`src/rtl/wb_arbiter.sv`:
```
`default_nettype none
// ============================================================================
//  Module      : wb_arbiter
//  Description : Register-file write-port arbiter between the pipeline
//                writeback stage (WB) and a long-latency unit (LU).
//                At most one nonzero-rd write is forwarded per cycle on
//                we3/a3/wd3. The outputs are combinational, so the register
//                file commits on the falling edge of the same cycle.
//                WB is preferred. The LU wins in two cases:
//                  - after STARVE_MAX consecutive lost cycles, or
//                  - when both target the same rd. The older LU result is
//                    written first, and the WB write follows next cycle.
//                A request with rd==0 is accepted at once and is never
//                written.
//                An optional pending-write scoreboard answers source-operand
//                hazard queries for registers that still await an LU result.
//  Options     : `define WBARB_SCOREBOARD_EN to build the pending scoreboard
//                and the rs1_busy/rs2_busy hazard outputs. When it is
//                undefined, both busy outputs are tied to 0 and
//                lu_issue/lu_issue_rd are ignored.
//  Ports       : clk, reset              - clock, sync active-high reset
//                wb_valid/wb_rd/wb_data  - writeback request
//                stall_wb                - WB not accepted this cycle
//                lu_valid/lu_rd/lu_data  - LU result request
//                lu_ready                - LU result accepted this cycle
//                lu_issue/lu_issue_rd    - LU op dispatched, its rd
//                we3/a3/wd3              - register-file write port
//                rs1/rs2                 - hazard query sources
//                rs1_busy/rs2_busy       - LU write pending on that source
//  Revision    : 1.0 - initial release
// ============================================================================
module wb_arbiter #(
  parameter int STARVE_MAX = 4
) (
  input  logic        clk,
  input  logic        reset,
  // pipeline writeback
  input  logic        wb_valid,
  input  logic [4:0]  wb_rd,
  input  logic [31:0] wb_data,
  output logic        stall_wb,
  // long-latency unit result
  input  logic        lu_valid,
  input  logic [4:0]  lu_rd,
  input  logic [31:0] lu_data,
  output logic        lu_ready,
  // long-latency unit issue
  input  logic        lu_issue,
  input  logic [4:0]  lu_issue_rd,
  // register-file write port
  output logic        we3,
  output logic [4:0]  a3,
  output logic [31:0] wd3,
  // hazard query
  input  logic [4:0]  rs1,
  input  logic [4:0]  rs2,
  output logic        rs1_busy,
  output logic        rs2_busy
);

  localparam logic [3:0] c_STARVE_MAX = 4'(STARVE_MAX);

  // --------------------------------------------------------------------------
  // Arbitration (combinational)
  // --------------------------------------------------------------------------
  logic       w_wb_req;     // WB wants the write port
  logic       w_lu_req;     // LU wants the write port
  logic       w_lu_grant;   // LU owns the write port this cycle
  logic       w_wb_grant;   // WB owns the write port this cycle
  logic [3:0] starve_q;
  logic [3:0] starve_d;

  // Requests that target x0 never compete for the port.
  assign w_wb_req = wb_valid && (wb_rd != 5'd0);
  assign w_lu_req = lu_valid && (lu_rd != 5'd0);

  assign w_lu_grant = w_lu_req &&
                      (!w_wb_req || (starve_q == c_STARVE_MAX) || (wb_rd == lu_rd));
  assign w_wb_grant = w_wb_req && !w_lu_grant;

  always_comb begin
    we3      = 1'b0;
    a3       = 5'd0;
    wd3      = 32'd0;
    stall_wb = 1'b0;
    lu_ready = 1'b0;
    if (!reset) begin
      // rd==0 LU results are acknowledged at once without a write.
      lu_ready = lu_valid && ((lu_rd == 5'd0) || w_lu_grant);
      stall_wb = w_wb_req && w_lu_grant;
      if (w_lu_grant) begin
        we3 = 1'b1;
        a3  = lu_rd;
        wd3 = lu_data;
      end else if (w_wb_grant) begin
        we3 = 1'b1;
        a3  = wb_rd;
        wd3 = wb_data;
      end
    end
  end

  // --------------------------------------------------------------------------
  // Starvation counter: counts consecutive cycles in which the LU is waiting
  // but not accepted. It saturates at the threshold, so the LU keeps
  // priority until it is served.
  // --------------------------------------------------------------------------
  always_comb begin
    starve_d = starve_q;
    if (!lu_valid || lu_ready) begin
      starve_d = 4'd0;
    end else if (starve_q < c_STARVE_MAX) begin
      starve_d = starve_q + 4'd1;
    end
  end

  always_ff @(posedge clk) begin
    if (reset) begin
      starve_q <= 4'd0;
    end else begin
      starve_q <= starve_d;
    end
  end

`ifdef WBARB_SCOREBOARD_EN
  // --------------------------------------------------------------------------
  // Pending-write scoreboard. The set is applied after the clear, so that a
  // new issue to the same rd as a retiring result keeps the bit busy.
  // --------------------------------------------------------------------------
  logic [31:0] pending_q;
  logic [31:0] pending_d;
  logic        w_lu_done;

  assign w_lu_done = lu_valid && lu_ready;

  always_comb begin
    pending_d = pending_q;
    if (w_lu_done) begin
      pending_d[lu_rd] = 1'b0;
    end
    if (lu_issue && (lu_issue_rd != 5'd0)) begin
      pending_d[lu_issue_rd] = 1'b1;
    end
    pending_d[0] = 1'b0;
  end

  always_ff @(posedge clk) begin
    if (reset) begin
      pending_q <= 32'd0;
    end else begin
      pending_q <= pending_d;
    end
  end

  // The busy outputs report the registered state only. An issue or a
  // retirement in the current cycle shows up from the next cycle on.
  assign rs1_busy = pending_q[rs1];
  assign rs2_busy = pending_q[rs2];
`else
  // Without the scoreboard, the issue and query inputs have no function.
  logic w_sb_unused;
  assign w_sb_unused = ^{lu_issue, lu_issue_rd, rs1, rs2};
  assign rs1_busy    = 1'b0;
  assign rs2_busy    = 1'b0;
`endif

endmodule
`default_nettype wire

```
`config.mk`:
```
export PLATFORM = sky130hd
export DESIGN_NAME = wb_arbiter
export DESIGN_NICKNAME = d
export VERILOG_FILES = /design/src/rtl/wb_arbiter.sv
export SDC_FILE = /design/constraint.sdc
export NUM_CORES = 1
export LEC_CHECK = 0
export BUFFER_PORTS_ARGS = -buffer_cell sky130_fd_sc_hd__buf_2
export CORE_ASPECT_RATIO = 2
export CORE_MARGIN = 10
export CORE_UTILIZATION = 26
export CTS_CLUSTER_DIAMETER = 80
export CTS_CLUSTER_SIZE = 30
export DETAILED_ROUTE_END_ITERATION = 10
export GPL_ROUTABILITY_DRIVEN = 1
export PLACE_DENSITY = 0.79
export SLEW_MARGIN = 20
export SYNTH_ARGS = -nofsm -noshare
export SYNTH_HDL_FRONTEND = slang
export SYNTH_SLANG_ARGS = --single-unit
```
`constraint.sdc`:
```
create_clock -name clk -period 2.2 [get_ports clk]
set_input_delay 0.44 -clock clk [delete_from_list [all_inputs] [get_ports clk]]
set_output_delay 0.44 -clock clk [all_outputs]
set_load 0.02 [all_outputs]
```
==> tab_implementation.tex, run 1 <==
\begin{tabular}{lr}
\hline
Metric & Value \\
\hline
\multicolumn{2}{l}{\textbf{Yosys}} \\
Adder and majority cell fraction of the synthesized area & 2.92\% \\
Post-Synthesis Mean Instance Area & 9.32 um2 \\
Cells after synthesis & 92 \\
Simple-gate share of the synthesized area & 15.8\% \\
Mapped Area & 857 um2 \\
Post-synthesis compound-gate area fraction & 54.0\% \\
Parity-gate share of the synthesized area counting xor and xnor cells & 6.13\% \\
Proportion of netlist area held by the largest area contributor & 33.9\% \\
Mux share of post-synthesis cell area & 0\% \\
Leading cell types by total area after synthesis & a22o\_2 34\%, dfxtp\_1 9.3\%, buf\_6 7.9\% \\
Sequential-to-total area share from yosys stat & 9.34\% \\
Unique cell type count in the Yosys netlist & 29 \\
Flip-flop and latch count after synthesis & 4 \\
Warning count from the yosys run & 0 \\
Main combinational cell family by area after synthesis & compound AO/OA/AOI/OAI gates \\
Biggest area consumer among synthesized cells & a22o\_2 \\
\multicolumn{2}{l}{\textbf{Routing}} \\
DR pass1 iterations & 2 \\
Sum of routed wire length over all layers & 5460 um \\
Post-route DRC & 0 \\
Antenna-violating nets left & 0 \\
Iteration-0 DRC Markers & 34 \\
Via density & 5.20 \\
Total via count in the routed design & 1,384 \\
Routed length per instance & 20.5 um \\
\multicolumn{2}{l}{\textbf{Final layout}} \\
Number of flip-flops in the largest register & 4 \\
Commonest cells after routing, fill and taps aside & 75 x buf\_2, 43 x buf\_6, 23 x buf\_4, 22 x a22o\_4, 7 x a22o\_2 \\
Top Registers & starve\_q (4) \\
Final cell count without fillers & 266 \\
Final-layout fill cell count & 232 \\
Fraction of final layout cells sized beyond drive strength 1 & 83.8\% \\
Total number of nets in the final design & 333 \\
Area delta synth->final & 160\% \\
Number of antenna repair diodes & 0 \\
Design area & 2230 um2 \\
Register with the most flip-flops & starve\_q \\
Most common cell after layout, fill and taps aside & buf\_2 \\
\multicolumn{2}{l}{\textbf{Die}} \\
FP Rows & 29 \\
Initial core utilization & 26.8\% \\
Die Span Y & 101 um \\
Die ar. & 6130 um2 \\
Core outline area & 3190 um2 \\
Die Wd & 60.6 um \\
Number of ports placed on the die boundary & 136 \\
\multicolumn{2}{l}{\textbf{Power and ir drop}} \\
Cell-internal power & 461 uW \\
Leak pwr & 0.00115 uW \\
Switching Power & 262 uW \\
Relative contribution of the clock network to total power & 21.1\% \\
Sequential share of power & 10.3\% \\
Net switching fraction of the power & 36.2\% \\
Fraction of power consumed by combinational cells & 68.5\% \\
Worst voltage drop across the vdd grid & 0.589 mV \\
Power density over cell area & 324 nW/um2 \\
\multicolumn{2}{l}{\textbf{Flow run}} \\
Max\_cap viols & 0 \\
\multicolumn{2}{l}{\textbf{Worst setup path}} \\
Number of cells on the worst reg-to-reg path & 9 \\
Critical path data arrival time & 2.14 ns \\
Critical setup path kind & input pin to primary output \\
Critical path required time & 1.76 ns \\
Critical path capture point type & primary output \\
CP max FO & 12 \\
Nature of the critical path startpoint & input pin \\
\multicolumn{2}{l}{\textbf{Timing}} \\
Pins Over Slew Limit & 0 \\
Post-route minimum period & 2.58 ns \\
Number of hold violations in the final report & 0 \\
WHS & 0.572 ns \\
Final WS setup & -0.377 ns \\
Worst Skew & 0.000405 ns \\
Finish-stage setup viols & 39 \\
RSZ-0062 raised after global routing & true \\
Post-route fraction of the period consumed by the critical path & 117\% \\
Setup\_tns & -13.02 ns \\
Max frequency & 388 MHz \\
\multicolumn{2}{l}{\textbf{Global route}} \\
Total congestion overflow & 0 \\
Antenna violations before repair & 0 \\
Maximum number of pins on one net before global-route repair & 22 \\
Wire length of the first global-routing pass & 7520 um \\
Via count of the first global-routing pass & 1,552 \\
Overall Global Routing Usage & 15.6\% \\
\multicolumn{2}{l}{\textbf{Place}} \\
Number of buffer cells added on primary ports & 117 \\
Post-detailed-placement half-perimeter wirelength & 4350 um \\
Routability congestion estimate from global placement & 0.838 \\
Cell count after placement & 255 \\
Worst slack at placement & -0.444 ns \\
Area after DPL & 1760 um2 \\
\multicolumn{2}{l}{\textbf{Worst hold path}} \\
Worst min path class & flop to flop \\
Worst hold path cell count & 3 \\
\multicolumn{2}{l}{\textbf{Clock network}} \\
Clock tree buffer depth & 2 \\
H-tree level count & 1 \\
Total CTS buffers & 3 \\
Clock tree from TritonCTS & done \\
Clock tree root buffer cell & clkbuf\_8 \\
Worst skew pair latency & 0.22 ns \\
Clock slew at the register clock pins of the worst setup and hold paths & 0.03 ns \\
Clock sink total & 4 \\
\multicolumn{2}{l}{\textbf{Run status}} \\
Violations in the final reports & setup timing \\
Outcome & finished, violations left \\
\hline
\end{tabular}
area by class of cell:
cell class | count | area (um2) | area share, %
Sequential cell | 4 | 82.6 | 3.70
Multi-Input combinational cell | 77 | 885 | 39.7
Tap cell | 31 | 38.8 | 1.74
Timing Repair Buffer | 148 | 1170 | 52.6
Inverter | 3 | 11.3 | 0.505
Clock buffer | 3 | 41.3 | 1.85
critical path, cell delays in order:
cell     delay (ns)
buf_8          0.10
or4_4          0.53
o21ai_4        0.20
buf_6          0.14
nor3_4         0.04
buf_12         0.15
buf_12         0.14
a22o_2         0.26
buf_6          0.13
kinds of logic after synthesis:
logic type,Yosys count
XOR/XNOR,6
other,1
AO/OA/AOI/OAI,47
AND/OR/NAND/NOR,20
adder cells (fa/ha/maj),2
flip-flops,4
buffers and inverters,12
final timing paths:
kind	slack, ns	from	end
worst max-delay path	-0.38	wb_rd[3]	wd3[1]
worst min-delay path	0.57	starve_q[2]	starve_q[2]
worst max register to register	0.53	starve_q[0]	starve_q[1]
worst min register to register	0.57	starve_q[2]	starve_q[2]
per-layer routing:
layer	GRT usage, %	vias to the layer above	routed length [um]
met3	5.39	14	696
met1	13.2	624	1660
met2	30.2	92	2920
met4	6.96	0	186
li1	-	654	-
met5	0	-	0
what timing repair did:
| action | in CTS | in global routing |
|---|---|---|
| buffers inserted | 3 | 7 |
| cloned | 0 | 1 |
| hold buffers | 0 | 0 |
| endpoints found under the setup margin | 39 | 40 |
| pin swaps | 25 | 11 |
| resized for setup | 58 | 40 |
stage by stage:
step | utilization [%] | power, uW
2_1_floorplan | - | 292
3_3_place_gp | 55.2 | 461
3_5_place_dp | 55.2 | 466
4_1_cts | 63.2 | 676
5_1_grt | 69.9 | 759
6_report | 69.9 | 723
Yosys cell counts:
master,number
o21ai_0,1
ha_1,2
a211oi_4,1
nor3_2,1
nand2b_1,1
and2_1,1
or4_1,1
o21ai_4,1
and3_1,1
conb_1,1
dfxtp_1,4
or2_1,1
nor2_1,7
clkbuf_1,1
nor4_1,1
a22o_2,29
a21oi_1,5
a32o_1,2
buf_6,6
a22o_1,6
a31oi_1,1
buf_4,2
xnor2_1,6
and3b_1,1
nand2_1,2
nor3_4,2
inv_1,3
o41ai_4,1
or4_4,1
power groups by stage:
stage          logic, uW  registers [uW]  clock network (uW)
3_5_place_dp         391            75.6                   0
6_report             496            74.8                 153
2_1_floorplan        216            75.8                   0
4_1_cts              446            74.6                 155
5_1_grt              524            74.8                 161
3_3_place_gp         385            75.6                   0
Note: power is estimated with default switching activity, not from simulation.
==> run 2: changes to the inputs <==
--- a/config.mk
+++ b/config.mk
@@ -13,7 +13,7 @@
 export CTS_CLUSTER_SIZE = 30
 export DETAILED_ROUTE_END_ITERATION = 10
 export GPL_ROUTABILITY_DRIVEN = 1
-export PLACE_DENSITY = 0.79
+export PLACE_DENSITY = 0.78
 export SLEW_MARGIN = 20
 export SYNTH_ARGS = -nofsm -noshare
 export SYNTH_HDL_FRONTEND = slang
==> tab_implementation.tex, run 2 (synthesis gave the netlist of run 1 again) <==
\begin{tabular}{lr}
\hline
Metric & Value \\
\hline
\multicolumn{2}{l}{\textbf{Run status}} \\
Outcome & finished, violations left \\
Violations in the final reports & setup timing \\
\multicolumn{2}{l}{\textbf{Timing}} \\
Pins Over Slew Limit & 0 \\
RSZ-0062 raised after global routing & true \\
Post-route minimum period & 2.58 ns \\
Worst Skew & 0.000111 ns \\
Finish-stage setup viols & 38 \\
Final WS setup & -0.382 ns \\
Max frequency & 387 MHz \\
Number of hold violations in the final report & 0 \\
Post-route fraction of the period consumed by the critical path & 117\% \\
\multicolumn{2}{l}{\textbf{Place}} \\
Routability congestion estimate from global placement & 0.783 \\
Post-detailed-placement half-perimeter wirelength & 4460 um \\
Area after DPL & 1750 um2 \\
Number of buffer cells added on primary ports & 117 \\
\multicolumn{2}{l}{\textbf{Die}} \\
Core outline area & 3190 um2 \\
Initial core utilization & 26.8\% \\
Die Span Y & 101 um \\
Die Wd & 60.6 um \\
FP Rows & 29 \\
Die ar. & 6130 um2 \\
Number of ports placed on the die boundary & 136 \\
\multicolumn{2}{l}{\textbf{Clock network}} \\
Clock sink total & 4 \\
Hold buffer count at cts & 0 \\
Total CTS buffers & 3 \\
Clock tree root buffer cell & clkbuf\_8 \\
Clock slew at the register clock pins of the worst setup and hold paths & 0.03 ns \\
Worst skew pair latency & 0.22 ns \\
Clock tree from TritonCTS & done \\
Clock tree buffer depth & 2 \\
H-tree level count & 1 \\
\multicolumn{2}{l}{\textbf{Power and ir drop}} \\
Switching Power & 270 uW \\
Cell-internal power & 483 uW \\
Total power & 753 uW \\
Power density over cell area & 316 nW/um2 \\
Sequential share of power & 9.9\% \\
Worst voltage drop across the vdd grid & 0.432 mV \\
Relative contribution of the clock network to total power & 20.2\% \\
Net switching fraction of the power & 35.9\% \\
Leak pwr & 0.00123 uW \\
Fraction of power consumed by combinational cells & 69.8\% \\
\multicolumn{2}{l}{\textbf{Final layout}} \\
Area delta synth->final & 178\% \\
Fraction of final layout cells sized beyond drive strength 1 & 84.2\% \\
Number of antenna repair diodes & 0 \\
Total number of nets in the final design & 339 \\
Share of the core filled with cells & 74.7\% \\
Most common cell after layout, fill and taps aside & buf\_2 \\
Number of flip-flops in the largest register & 4 \\
Area of all sequential standard cells & 82.6 um2 \\
Design area & 2390 um2 \\
Combined area of the multi-input logic cells & 940 um2 \\
Register with the most flip-flops & starve\_q \\
Final-layout fill cell count & 208 \\
Commonest cells after routing, fill and taps aside & 75 x buf\_2, 49 x buf\_6, 28 x a22o\_4, 21 x buf\_4 \\
Top Registers & starve\_q (4) \\
\multicolumn{2}{l}{\textbf{Routing}} \\
DR pass1 iterations & 4 \\
Via density & 5.23 \\
Sum of routed wire length over all layers & 5900 um \\
Post-route DRC & 0 \\
Routed length per instance & 21.7 um \\
Antenna-violating nets left & 0 \\
Total via count in the routed design & 1,422 \\
Iteration-0 DRC Markers & 30 \\
\multicolumn{2}{l}{\textbf{Worst setup path}} \\
Worst-path cell chain & buf\_8 > or4\_4 > o21ai\_4 > buf\_6 > nor3\_4 > buf\_6 > clkbuf\_16 > a22o\_4 > buf\_6 \\
Critical path data arrival time & 2.14 ns \\
CP max FO & 7 \\
Worst-path cell with the longest stage delay & or4\_4 \\
Largest stage delay, worst path & 0.54 ns \\
Critical setup path kind & input pin to primary output \\
Most frequent CP cell & buf\_6 \\
Critical path capture point type & primary output \\
Critical path required time & 1.76 ns \\
Nature of the critical path startpoint & input pin \\
\multicolumn{2}{l}{\textbf{Global route}} \\
Maximum number of pins on one net before global-route repair & 13 \\
Wire length of the first global-routing pass & 7960 um \\
Total congestion overflow & 0 \\
Via count of the first global-routing pass & 1,588 \\
Antenna violations before repair & 0 \\
Overall Global Routing Usage & 16.6\% \\
\multicolumn{2}{l}{\textbf{Flow run}} \\
Max\_cap viols & 0 \\
\multicolumn{2}{l}{\textbf{Worst hold path}} \\
Worst min path class & flop to flop \\
\hline
\end{tabular}
run 2: power by group through the flow:
stage | clock (uW) | combinational [uW] | sequential [uW]
after floorplan | 0 | 216 | 75.8
after global placement | 0 | 381 | 75.5
after global routing | 160 | 553 | 74.8
final | 152 | 526 | 74.8
after detailed placement | 0 | 389 | 75.6
after CTS | 155 | 479 | 74.6
run 2: path summary, 6_finish.rpt:
path / start / end / slack [ns] / depth (start not counted)
worst max register to register: starve_q[0] / starve_q[0] / 0.59 / 8
worst min-delay path: starve_q[2] / starve_q[2] / 0.56 / 3
worst min register to register: starve_q[2] / starve_q[2] / 0.56 / 3
worst max-delay path: wb_rd[1] / wd3[16] / -0.38 / 9
run 2: worst max-delay path, delay by kind of cell:
family	cells	cell delay, ns
AO/OA/AOI/OAI	2	0.45
buffers and inverters	5	0.66
AND/OR/NAND/NOR	2	0.58
run 2: final cells by class:
cell class              count  share of cell area, %
multi-input cells          77                   39.4
repair buffers            154                   53.3
inverters                   3                  0.472
flip-flops and latches      4                   3.46
clock buffers               3                   1.73
well taps                  31                   1.63
run 2: metrics by stage:
stage | TNS [ns] | hold slack [ns] | setup WS [ns] | cells
floorplan | -4.85 | 0.449 | -0.190 | 93
finish | -12.76 | 0.562 | -0.382 | 272
detailed placement | -16.17 | 0.552 | -0.484 | 254
CTS | -14.45 | 0.560 | -0.420 | 270
global placement | -14.89 | 0.542 | -0.427 | 254
global route | -14.69 | 0.619 | -0.417 | 272
run 2: per-layer routing:
layer / global-route usage (%) / share of wire [%]
met1: 13.5 / 30
met2: 33.3 / 54
met3: 5.76 / 12
met4: 5.77 / 4.0
met5: 0 / 0
run 2: what timing repair did:
action | 4_1_cts | 5_1_grt
setup buffers | 11 | 3
setup endpoints to repair | 39 | 40
gates cloned | 2 | 2
pin swaps | 13 | 22
gates resized for setup | 70 | 50
==> run 3: changes to the inputs <==
--- a/config.mk
+++ b/config.mk
@@ -6,14 +6,13 @@
 export NUM_CORES = 1
 export LEC_CHECK = 0
 export BUFFER_PORTS_ARGS = -buffer_cell sky130_fd_sc_hd__buf_2
-export CORE_ASPECT_RATIO = 2
 export CORE_MARGIN = 10
-export CORE_UTILIZATION = 26
+export CORE_UTILIZATION = 29
 export CTS_CLUSTER_DIAMETER = 80
 export CTS_CLUSTER_SIZE = 30
 export DETAILED_ROUTE_END_ITERATION = 10
 export GPL_ROUTABILITY_DRIVEN = 1
-export PLACE_DENSITY = 0.78
+export PLACE_DENSITY = 0.82
 export SLEW_MARGIN = 20
 export SYNTH_ARGS = -nofsm -noshare
 export SYNTH_HDL_FRONTEND = slang
==> constraint.sdc (replaced) <==
create_clock -name clk -period 2.85 [get_ports clk]
set_input_delay 0.1425 -clock clk [delete_from_list [all_inputs] [get_ports clk]]
set_output_delay 0.1425 -clock clk [all_outputs]
set_load 0.02 [all_outputs]
==> tab_implementation.tex, run 3 (synthesis gave the netlist of run 1 again) <==
\begin{tabular}{lr}
\hline
Metric & Value \\
\hline
\multicolumn{2}{l}{\textbf{Run status}} \\
Outcome & finished, final reports clean \\
\multicolumn{2}{l}{\textbf{Place}} \\
Number of buffer cells added on primary ports & 117 \\
Post-detailed-placement half-perimeter wirelength & 3810 um \\
Area after DPL & 1410 um2 \\
Routability congestion estimate from global placement & 0.825 \\
Cell count after placement & 234 \\
\multicolumn{2}{l}{\textbf{Final layout}} \\
Commonest cells after routing, fill and taps aside & 117 x buf\_2, 29 x a22o\_2, 7 x nor2\_1, 6 x xnor2\_1, 6 x a22o\_1 \\
Fraction of final layout cells sized beyond drive strength 1 & 76.7\% \\
Register with the most flip-flops & starve\_q \\
Top Registers & starve\_q (4) \\
Number of antenna repair diodes & 0 \\
Total number of nets in the final design & 304 \\
Final-layout fill cell count & 276 \\
Number of flip-flops in the largest register & 4 \\
Share of the core filled with cells & 51.6\% \\
Final cell count without fillers & 237 \\
Most common cell after layout, fill and taps aside & buf\_2 \\
Design area & 1440 um2 \\
Area delta synth->final & 67.6\% \\
\multicolumn{2}{l}{\textbf{Worst setup path}} \\
Worst r2r src & starve\_q[0] \\
Worst-path cell with the longest stage delay & dfxtp\_1 \\
Critical path capture point type & primary output \\
Critical setup path kind & flop to primary output \\
Number of cells on the worst reg-to-reg path & 6 \\
Reg2Reg Setup Slack & 1.31 ns \\
Largest stage delay, worst path & 0.36 ns \\
Worst-path cell chain & inv\_1 > ha\_1 > and3b\_1 > a31oi\_1 > nor3\_2 > nor3\_4 > buf\_4 > a22o\_2 > buf\_2 \\
Nature of the critical path startpoint & flop \\
Critical Path Source & starve\_q[0] \\
Critical path data arrival time & 2.34 ns \\
Number of buffer and inverter stages on the critical path & 3 \\
Worst path top cell family by delay & buffers and inverters \\
Critical register-to-register path endpoint & starve\_q[1] \\
CP max FO & 34 \\
Critical path required time & 2.71 ns \\
\multicolumn{2}{l}{\textbf{Global route}} \\
Total congestion overflow & 0 \\
Via count of the first global-routing pass & 1,257 \\
Overall Global Routing Usage & 13.9\% \\
Wire length of the first global-routing pass & 6350 um \\
Maximum number of pins on one net before global-route repair & 36 \\
Antenna violations before repair & 0 \\
\multicolumn{2}{l}{\textbf{Power and ir drop}} \\
Power density over cell area & 257 nW/um2 \\
Worst voltage drop across the vdd grid & 0.235 mV \\
Leak pwr & 0.000806 uW \\
\multicolumn{2}{l}{\textbf{Clock network}} \\
Number of cells upsized or downsized after cts & 0 \\
Clock tree root buffer cell & clkbuf\_4 \\
H-tree level count & 1 \\
Clock slew at the register clock pins of the worst setup and hold paths & 0.04 ns \\
Count of buffers added by post-CTS timing repair for setup & 0 \\
Total CTS buffers & 3 \\
Clock sink total & 4 \\
Clock tree from TritonCTS & done \\
Hold buffer count at cts & 0 \\
Clock tree buffer depth & 2 \\
Worst skew pair latency & 0.23 ns \\
\multicolumn{2}{l}{\textbf{Flow run}} \\
Max\_cap viols & 0 \\
\multicolumn{2}{l}{\textbf{Die}} \\
Number of ports placed on the die boundary & 136 \\
Die ar. & 5530 um2 \\
Initial core utilization & 30.8\% \\
Die Wd & 74.4 um \\
Core outline area & 2780 um2 \\
Die Span Y & 74.4 um \\
FP Rows & 19 \\
\multicolumn{2}{l}{\textbf{Worst hold path}} \\
Worst min path class & input pin to flop \\
Worst hold path cell count & 4 \\
Critical hold path startpoint & reset \\
Endpoint, Worst Hold & starve\_q[3] \\
\multicolumn{2}{l}{\textbf{Routing}} \\
Iteration-0 DRC Markers & 73 \\
Post-route DRC & 0 \\
Via density & 5.03 \\
Total via count in the routed design & 1,192 \\
DR pass1 iterations & 4 \\
Routed length per instance & 18.5 um \\
Sum of routed wire length over all layers & 4390 um \\
Antenna-violating nets left & 0 \\
\multicolumn{2}{l}{\textbf{Timing}} \\
Number of hold violations in the final report & 0 \\
Setup\_tns & 0 ns \\
Max frequency & 403 MHz \\
Finish-stage setup viols & 0 \\
Post-route minimum period & 2.48 ns \\
RSZ-0062 raised after global routing & false \\
Worst Skew & 0.00151 ns \\
Pins Over Slew Limit & 0 \\
Post-route fraction of the period consumed by the critical path & 87.1\% \\
\hline
\end{tabular}
## run 3: cell types whose count changed in the layout (fill, tap and decap cells not counted), sizes merged
cell,change
buf,-33
clkbuf,-2
## run 3: worst min-delay path, delay by kind of cell
family        cells  cell delay, ns
buf+inv           1            0.18
simple gates      3            0.24
## run 3: metrics by stage
step           hold slack, ns  worst slack, ns  power (uW)
3_5_place_dp            0.475            0.571         302
4_1_cts                 0.379            0.321         375
6_report                0.389            0.368         369
2_1_floorplan           0.439            0.927         204
5_1_grt                 0.415            0.188         396
3_3_place_gp            0.463            0.612         299
## run 3: layout make-up
class / count / area (um2) / area share (%)
clock buffers: 3 / 22.5 / 1.57
multi-input cells: 77 / 683 / 47.6
well taps: 31 / 38.8 / 2.70
repair buffers: 119 / 601 / 41.8
inverters: 3 / 11.3 / 0.784
flip-flops and latches: 4 / 80.1 / 5.57
## run 3: routing by layer
layer | part of all wire (%) | wire length (um) | GRT usage, % | vias to the layer above
li1 | - | - | - | 591
met1 | 38 | 1650 | 15.1 | 534
met2 | 52 | 2280 | 26.4 | 65
met3 | 10 | 444 | 3.06 | 2
met4 | 0.43 | 19 | 3.05 | 0
met5 | 0 | 0 | 0 | -
## run 3: power breakdown
group / internal [uW] / switching [uW]
Clock: 47.0 / 21.5
Combinational: 110 / 133
Sequential: 57.1 / 0.718
## run 3: worst max path at each step
| stage | end | slack [ns] | cells after the start |
|---|---|---|---|
| 2_1_floorplan | wd3[0] | 0.93 | 8 |
| 3_3_place_gp | wd3[15] | 0.61 | 9 |
| 3_5_place_dp | wd3[15] | 0.57 | 9 |
| 4_1_cts | wd3[15] | 0.32 | 9 |
| 5_1_grt | wd3[18] | 0.19 | 9 |
| 6_report | wd3[15] | 0.37 | 9 |
